[src/rtl/pwm_duty_ramp_ctrl.sv]
// pwm_duty_ramp_ctrl
//   Duty-cycle controller and period sequencer for the PWM output stage.
//   Owns the PWM period counter and the active duty register. Duty targets
//   arrive from a host valid/ready port or from debounced incr/decr buttons;
//   the active duty is ramped toward the target one step per STEP_DIV
//   periods, and only ever changes on a period boundary so PWM_Out never
//   carries a truncated or glitched pulse.
//
//   Optional build macro PWM_SOFTSTART_EN: when defined, reset loads
//   duty_active=0 in the RAMP state so the output ramps up from zero to
//   DEFAULT_DUTY. When undefined, reset loads DEFAULT_DUTY directly in IDLE.
//
// Ports
//   clock        system clock, all logic on its rising edge
//   reset_n      asynchronous active-low reset
//   incr_duty    raw push-button, raises target by 1
//   decr_duty    raw push-button, lowers target by 1
//   req_valid    host duty request valid
//   req_duty     host requested duty (clamped to PERIOD)
//   req_ready    controller idle and able to accept a host request
//   duty_active  duty currently driving PWM_Out
//   busy         ramp in progress
//   period_start high while the period counter is 0
//   PWM_Out      PWM waveform, high while counter < duty_active

module pwm_duty_ramp_ctrl #(
  parameter int unsigned PERIOD       = 10,
  parameter int unsigned DUTY_W       = 4,
  parameter int unsigned DEFAULT_DUTY = 5,
  parameter int unsigned STEP_DIV     = 2,
  parameter int unsigned DEBOUNCE_DIV = 2
) (
  input  logic              clock,
  input  logic              reset_n,
  input  logic              incr_duty,
  input  logic              decr_duty,
  input  logic              req_valid,
  input  logic [DUTY_W-1:0] req_duty,
  output logic              req_ready,
  output logic [DUTY_W-1:0] duty_active,
  output logic              busy,
  output logic              period_start,
  output logic              PWM_Out
);

  localparam int unsigned DB_W = (DEBOUNCE_DIV > 1) ? $clog2(DEBOUNCE_DIV) : 1;
  localparam int unsigned ST_W = (STEP_DIV > 1) ? $clog2(STEP_DIV) : 1;

  localparam logic [DUTY_W-1:0] PERIOD_V = DUTY_W'(PERIOD);
  localparam logic [DUTY_W-1:0] CNT_LAST = DUTY_W'(PERIOD - 1);
  localparam logic [DUTY_W-1:0] DEF_V    = DUTY_W'(DEFAULT_DUTY);
  localparam logic [DB_W-1:0]   DB_LAST  = DB_W'(DEBOUNCE_DIV - 1);
  localparam logic [ST_W-1:0]   ST_LAST  = ST_W'(STEP_DIV - 1);

  typedef enum logic {
    IDLE = 1'b0,
    RAMP = 1'b1
  } state_t;

`ifdef PWM_SOFTSTART_EN
  localparam state_t            RST_STATE = RAMP;
  localparam logic [DUTY_W-1:0] RST_DUTY  = '0;
`else
  localparam state_t            RST_STATE = IDLE;
  localparam logic [DUTY_W-1:0] RST_DUTY  = DEF_V;
`endif

  // ---------------------------------------------------------------------
  // Period counter
  // ---------------------------------------------------------------------
  logic [DUTY_W-1:0] cnt;
  logic              wrap;

  assign wrap = (cnt == CNT_LAST);

  always_ff @(posedge clock or negedge reset_n) begin
    if (!reset_n) begin
      cnt <= '0;
    end else begin
      cnt <= wrap ? '0 : cnt + 1'b1;
    end
  end

  // ---------------------------------------------------------------------
  // Button debounce: both buttons are sampled on a shared slow tick; an
  // edge is reported when the latest sample is high and the one before
  // it was low.
  // ---------------------------------------------------------------------
  logic [DB_W-1:0] db_cnt;
  logic            tick;
  logic            inc_q1, inc_q2;
  logic            dec_q1, dec_q2;
  logic            incr_edge, decr_edge;

  assign tick      = (db_cnt == DB_LAST);
  assign incr_edge = tick & inc_q1 & ~inc_q2;
  assign decr_edge = tick & dec_q1 & ~dec_q2;

  always_ff @(posedge clock or negedge reset_n) begin
    if (!reset_n) begin
      db_cnt <= '0;
      inc_q1 <= 1'b0;
      inc_q2 <= 1'b0;
      dec_q1 <= 1'b0;
      dec_q2 <= 1'b0;
    end else begin
      db_cnt <= tick ? '0 : db_cnt + 1'b1;
      if (tick) begin
        inc_q1 <= incr_duty;
        inc_q2 <= inc_q1;
        dec_q1 <= decr_duty;
        dec_q2 <= dec_q1;
      end
    end
  end

  // ---------------------------------------------------------------------
  // Control FSM
  // ---------------------------------------------------------------------
  state_t            state, state_next;
  logic [DUTY_W-1:0] target, target_next;
  logic [DUTY_W-1:0] duty_q, duty_next;
  logic [DUTY_W-1:0] duty_step;
  logic [ST_W-1:0]   step_cnt, step_next;
  logic              host_accept;

  assign req_ready   = (state == IDLE);
  assign busy        = (state == RAMP);
  assign host_accept = req_valid & req_ready;

  always_ff @(posedge clock or negedge reset_n) begin
    if (!reset_n) begin
      state    <= RST_STATE;
      target   <= DEF_V;
      duty_q   <= RST_DUTY;
      step_cnt <= '0;
    end else begin
      state    <= state_next;
      target   <= target_next;
      duty_q   <= duty_next;
      step_cnt <= step_next;
    end
  end

  always_comb begin
    state_next  = state;
    target_next = target;
    duty_next   = duty_q;
    step_next   = step_cnt;
    duty_step   = duty_q;

    unique case (state)
      IDLE: begin
        // Priority host > incr > decr; losers in the same cycle are dropped.
        if (host_accept) begin
          target_next = (req_duty > PERIOD_V) ? PERIOD_V : req_duty;
        end else if (incr_edge) begin
          target_next = (target >= PERIOD_V) ? PERIOD_V : target + 1'b1;
        end else if (decr_edge) begin
          target_next = (target == '0) ? '0 : target - 1'b1;
        end
        if (target_next != duty_q) begin
          state_next = RAMP;
          step_next  = '0;
        end
      end

      RAMP: begin
        if (duty_q == target) begin
          // Only reachable from a soft-start reset with nothing to ramp.
          state_next = IDLE;
        end else if (wrap) begin
          if (step_cnt == ST_LAST) begin
            step_next  = '0;
            duty_step  = (target > duty_q) ? duty_q + 1'b1 : duty_q - 1'b1;
            duty_next  = duty_step;
            // Leave RAMP on the same edge as the final step so busy and
            // req_ready change together with duty_active.
            if (duty_step == target) begin
              state_next = IDLE;
            end
          end else begin
            step_next = step_cnt + 1'b1;
          end
        end
      end

      default: begin
        state_next = IDLE;
      end
    endcase
  end

  // ---------------------------------------------------------------------
  // Outputs decoded from registers
  // ---------------------------------------------------------------------
  assign duty_active  = duty_q;
  assign period_start = (cnt == '0);
  assign PWM_Out      = (cnt < duty_q);

endmodule

[config.mk]
export PLATFORM = sky130hd
export DESIGN_NAME = pwm_duty_ramp_ctrl
export DESIGN_NICKNAME = d
export VERILOG_FILES = /design/src/rtl/pwm_duty_ramp_ctrl.sv
export SDC_FILE = /design/constraint.sdc
export NUM_CORES = 1
export LEC_CHECK = 0
export CAP_MARGIN = 20
export CORE_UTILIZATION = 40
export DETAILED_ROUTE_END_ITERATION = 10
export GPL_ROUTABILITY_DRIVEN = 0
export GPL_TIMING_DRIVEN = 1
export PLACE_DENSITY_LB_ADDON = 0.2
export SETUP_SLACK_MARGIN = 0.02
export SYNTH_ARGS = -nofsm -noshare
export SYNTH_HDL_FRONTEND = slang
export SYNTH_SLANG_ARGS = --single-unit
[constraint.sdc]
create_clock -name clock -period 3.6 [get_ports clock]
set_input_delay 0.72 -clock clock [delete_from_list [all_inputs] [get_ports clock]]
set_output_delay 0.72 -clock clock [all_outputs]
set_load 0.01 [all_outputs]
# Word-level counts from Yosys, hierarchy flattened
# Index checks and enable logic that the tools add are counted.
# word_totals
reg_bits	19
latch_bits	0
mem_bits_rw	0
mem_bits_ro	0
inputBits	9
output_inout_bits	8
wordCells	62
memories	0
# classes
add_sub_neg	7
multipliers	0
n_div	0
magnitude_cmp	4
n_eq_ne	7
shifts	0
mux	21
bitwise_logic	9
n_reduce_logical	4
# ops
operator	count
$mux W4	9
$add A4 B1 Y4 const B	3
$mux W1	10
$eq A4 B4 Y1	2
$logic_not A4 Y1	2
$sub A4 B1 Y4 const B	2
$and A1 B1 Y1	5
$eq A4 B4 Y1 const B	1
$ge A4 B4 Y1 const B	1
$gt A4 B4 Y1	1
$gt A4 B4 Y1 const B	1
$lt A4 B4 Y1	1
$ne A2 B2 Y1 const B	2
$ne A4 B4 Y1	1
$not A1 Y1	4
$pmux W1 S2	2
$reduce_and A4 Y1	1
$reduce_and A3 Y1	1
$add A1 B1 Y1 const B	2
$ne A2 B1 Y1 const B	1

# Logic depth before layout (Yosys ltp)
# logic_depth
ltp_word	9
mapped_depth	15
ltp_nobuf	15

# Worst setup path before layout
# OpenSTA, ideal clock, no wires.
# synth_timing
path_kind	flip-flop to flip-flop
start	register duty_q[1], in the netlist duty_active[1]
end	register state, in the netlist busy
setup_ns	0.141
arrival_ns	2.823
setup_slack_ns	0.635
stages_incl_launch_ff	15
synth_period_minus_slack_ns	2.965
cell_sequence	dfrtp_1 -> inv_1 -> ha_1 -> nor2b_1 -> o21ai_0 -> a21o_1 -> nand2_1 -> nand2_1 -> ha_1 -> a21o_1 -> a21oi_1 -> a2111oi_0 -> a311oi_1 -> mux2i_1 -> o22ai_1
# synth_via
elab_chain_cells	8
elab_cells_between_ends	13
# synth_rtl
item	line_no	source
from (decl)	122	logic [DUTY_W-1:0] duty_q, duty_next;
from (signal assigned)	140	duty_q <= duty_next;
$sub A4 B1 Y4, or another cell as far along	175	duty_step = (target > duty_q) ? duty_q + 1'b1 : duty_q - 1'b1;
$mux W4	175	
$eq A4 B4 Y1	179	if (duty_step == target) begin
$mux W1	179	
$mux W1	173	if (step_cnt == ST_LAST) begin
$mux W1	172	end else if (wrap) begin
$mux W1	169	if (duty_q == target) begin
$pmux W1 S2 (*)	152	unique case (state)
via state_next	120	state_t state, state_next;
to (signal assigned)	138	state <= state_next;
to (decl)	120	
# The timed path passes the listed nets; every way through them passes the cells marked *.
# A chain may end at the register's enable or synchronous reset.

# Worst setup path in the final report
# Same ends and word-level chain as after synthesis.

==> impl_metrics.json <==
{
  "required_ns": 3.72,
  "grt_overflow": 0,
  "die_w_um": 65.7,
  "cts_resized": 0,
  "grt_max_degree": 20,
  "initial_core_util_pct": 43.1,
  "yosys.area.top_type": "dfrtp_1",
  "clkLatencyLatePin_ns": 0.26,
  "viasPerCell": 5.91,
  "synthTopCellsByArea": "dfrtp_1 (23%), ha_1 (9.2%), dfstp_2 (6.5%)",
  "startpoint_type": "flop",
  "hold_viol": 0,
  "drt_iter0_drc": 55,
  "cts-htree-levels": 1,
  "cts_tree": "built",
  "crit_arrival_ns": 3.41,
  "slowest_delay_ns": 0.46,
  "antenna_left": 0,
  "worstSetupPathType": "flop to flop",
  "pwr_density_cell_mw_per_mm2": 845,
  "finalCriticalPeriod_ns": 3.29,
  "skew_ns": 0.00559,
  "wl_per_cell_um": 15.2,
  "async_reset_ff_share_pct": 100,
  "drc": 0,
  "io_buffers": 16,
  "syn_to_final_growth_pct": 12.6,
  "cp_top_family": "compound AO/OA/AOI/OAI gates",
  "cts_buffer_depth": 2,
  "timing.critical_path.buf_inv": 1,
  "ys_seq_area_share_pct": 29.6,
  "ios": 17,
  "synth_top_cell_area_share_pct": 23.1,
  "numCtsBuffers": 3,
  "r2r-end": "busy",
  "root_buffer": "clkbuf_8",
  "cts.clk_slew.worst_paths_ns": 0.08,
  "clock_sinks": 19,
  "synthesis.area_mm2": 0.00162,
  "hp-start": "inc_q2",
  "route.vias.total": 1441,
  "holdPathEnd": "inc_q2",
  "antenna_found_initial": 0,
  "dieArea_mm2": 0.00432,
  "die_h_um": 65.7,
  "grt_pass1_wl_mm": 6.52,
  "grt_pass1_vias": 1453,
  "fin_nets": 219,
  "rows": 22,
  "post_cts_buffers": 0,
  "routed_wl_mm": 3.70,
  "drv_cap": 0,
  "fp.coreArea_mm2": 0.00377,
  "reg2regPathDepth": 14,
  "final_area_mm2": 0.00183,
  "crit_chain": "inv_1 > ha_1 > nor2b_1 > o21ai_0 > a21o_1 > nand2_1 > nand2_1 > ha_1 > a21o_1 > a21oi_1 > a2111oi_0 > a311oi_1 > mux2i_1 > o22ai_1",
  "holdPathStages": 1,
  "diodes": 0,
  "ir_drop_mv": 0.265,
  "synth_edf_count": 0,
  "hold_path.class": "flop to flop",
  "grtUsageTotal_pct": 19.7,
  "relSlewSlack_pct": 38.9,
  "layout_commonest_cell": "nand2_1",
  "worst-slew-pin-transition_ns": 0.913,
  "syn_area_per_cell_um2": 8.97,
  "syn_nets": 203,
  "drive_gt1_share_pct": 12.2,
  "drv_slew": 0,
  "slowest_stage": "dfrtp_1",
  "ys_seq_elements": 19,
  "status": "completed",
  "cp_max_fo": 7,
  "cts_hold_repair.buffers": 0,
  "final.period_utilization_pct": 91.5,
  "finalSetupTns_ns": 0,
  "reg2reg_setup_slack_ns": 0.31,
  "cp-end-kind": "flop",
  "synth_cells": 181,
  "power.leakage_nw": 0.804,
  "synth_cell_types": 55,
  "dp_hpwl_mm": 2.81,
  "fmax_mhz": 304,
  "rr_startpoint": "duty_active[1]",
  "place_area_mm2": 0.00178,
  "synth_warnings": 0,
  "grt_setup_unrepaired": "no",
  "final_cell_mix": "nand2_1 (18), inv_1 (16), clkdlybuf4s50_1 (16)",
  "setup_viol": 0,
  "ys.flop_type": "dfrtp_1",
  "first_pass_iters": 4
}
worst max path at each step:
stage	startpoint	end	slack, ns	cells past startpoint
5_1_grt	duty_active[1]	busy	0.04	14
2_1_floorplan	duty_active[1]	busy	0.64	14
4_1_cts	duty_active[1]	busy	0.29	14
6_report	duty_active[1]	busy	0.31	14
3_5_place_dp	duty_active[1]	busy	0.30	14
3_3_place_gp	duty_active[1]	busy	0.51	14
through the flow:
step	util, %	instances	power (mW)	hold slack [ns]	setup WS, ns
after global routing	48.5	244	1.69	0.557	0.0390
after global placement	47.3	240	1.35	0.501	0.508
after detailed placement	47.3	240	1.39	0.519	0.298
final	48.5	244	1.55	0.529	0.307
after floorplan	-	181	1.12	0.424	0.635
after CTS	48.5	244	1.55	0.537	0.289
logic make-up (layout without fill, tap and decap cells):
kind of cell             count (synthesis)  after routing  share of synthesized area [%]
AND/OR/NAND/NOR                         62             62                           21.6
AO/OA/AOI/OAI                           45             45                           19.0
buffers and inverters                   25             40                           9.32
flip-flops                              19             19                           29.6
adder cells (fa/ha/maj)                 13             13                           10.5
XOR/XNOR                                 9              9                           4.85
multiplexers                             8              8                           5.24
report_power, final:
group / internal (mW) / switching [mW] / leakage, nW
logic: 0.477 / 0.552 / 0.560
clock network: 0.0770 / 0.0767 / 0.0255
registers: 0.284 / 0.0785 / 0.218
total: 0.838 / 0.707 / 0.804
metal layers:
layer	wire length [µm]	global-route usage [%]
met1	1710	24.7
met2	1740	33.2
met3	159	2.78
met4	92	8.42
met5	0	0
cells in the mapped netlist, drive strengths merged (3+ instances only):
master / n
o21ai: 13
dfrtp: 15
xnor2: 7
a21oi: 6
nor4: 3
dfstp: 4
clkbuf: 5
a2111oi: 4
nand3: 3
a31oi: 4
buf: 3
nor2b: 3
inv: 16
mux2i: 4
mux2: 4
ha: 12
nand2: 18
nand2b: 4
nor3: 5
nor2: 8
cell type report:
type / count / area, µm²
clock buffers: 3 / 41.3
flip-flops and latches: 19 / 480
inverters: 16 / 60.1
clock inverters: 1 / 5.00
well taps: 48 / 60.1
fillers: 361 / 1940
repair buffers: 20 / 190
multi-input cells: 137 / 992
sequential cells by signal (all words and copies together) (netlist names):
signal and cells:
cnt 4, duty_active 4, target 4, busy 1, db_cnt 1, dec_q1 1
dec_q2 1, inc_q1 1, inc_q2 1, step_cnt 1
Power figures use the tool's default switching activity.
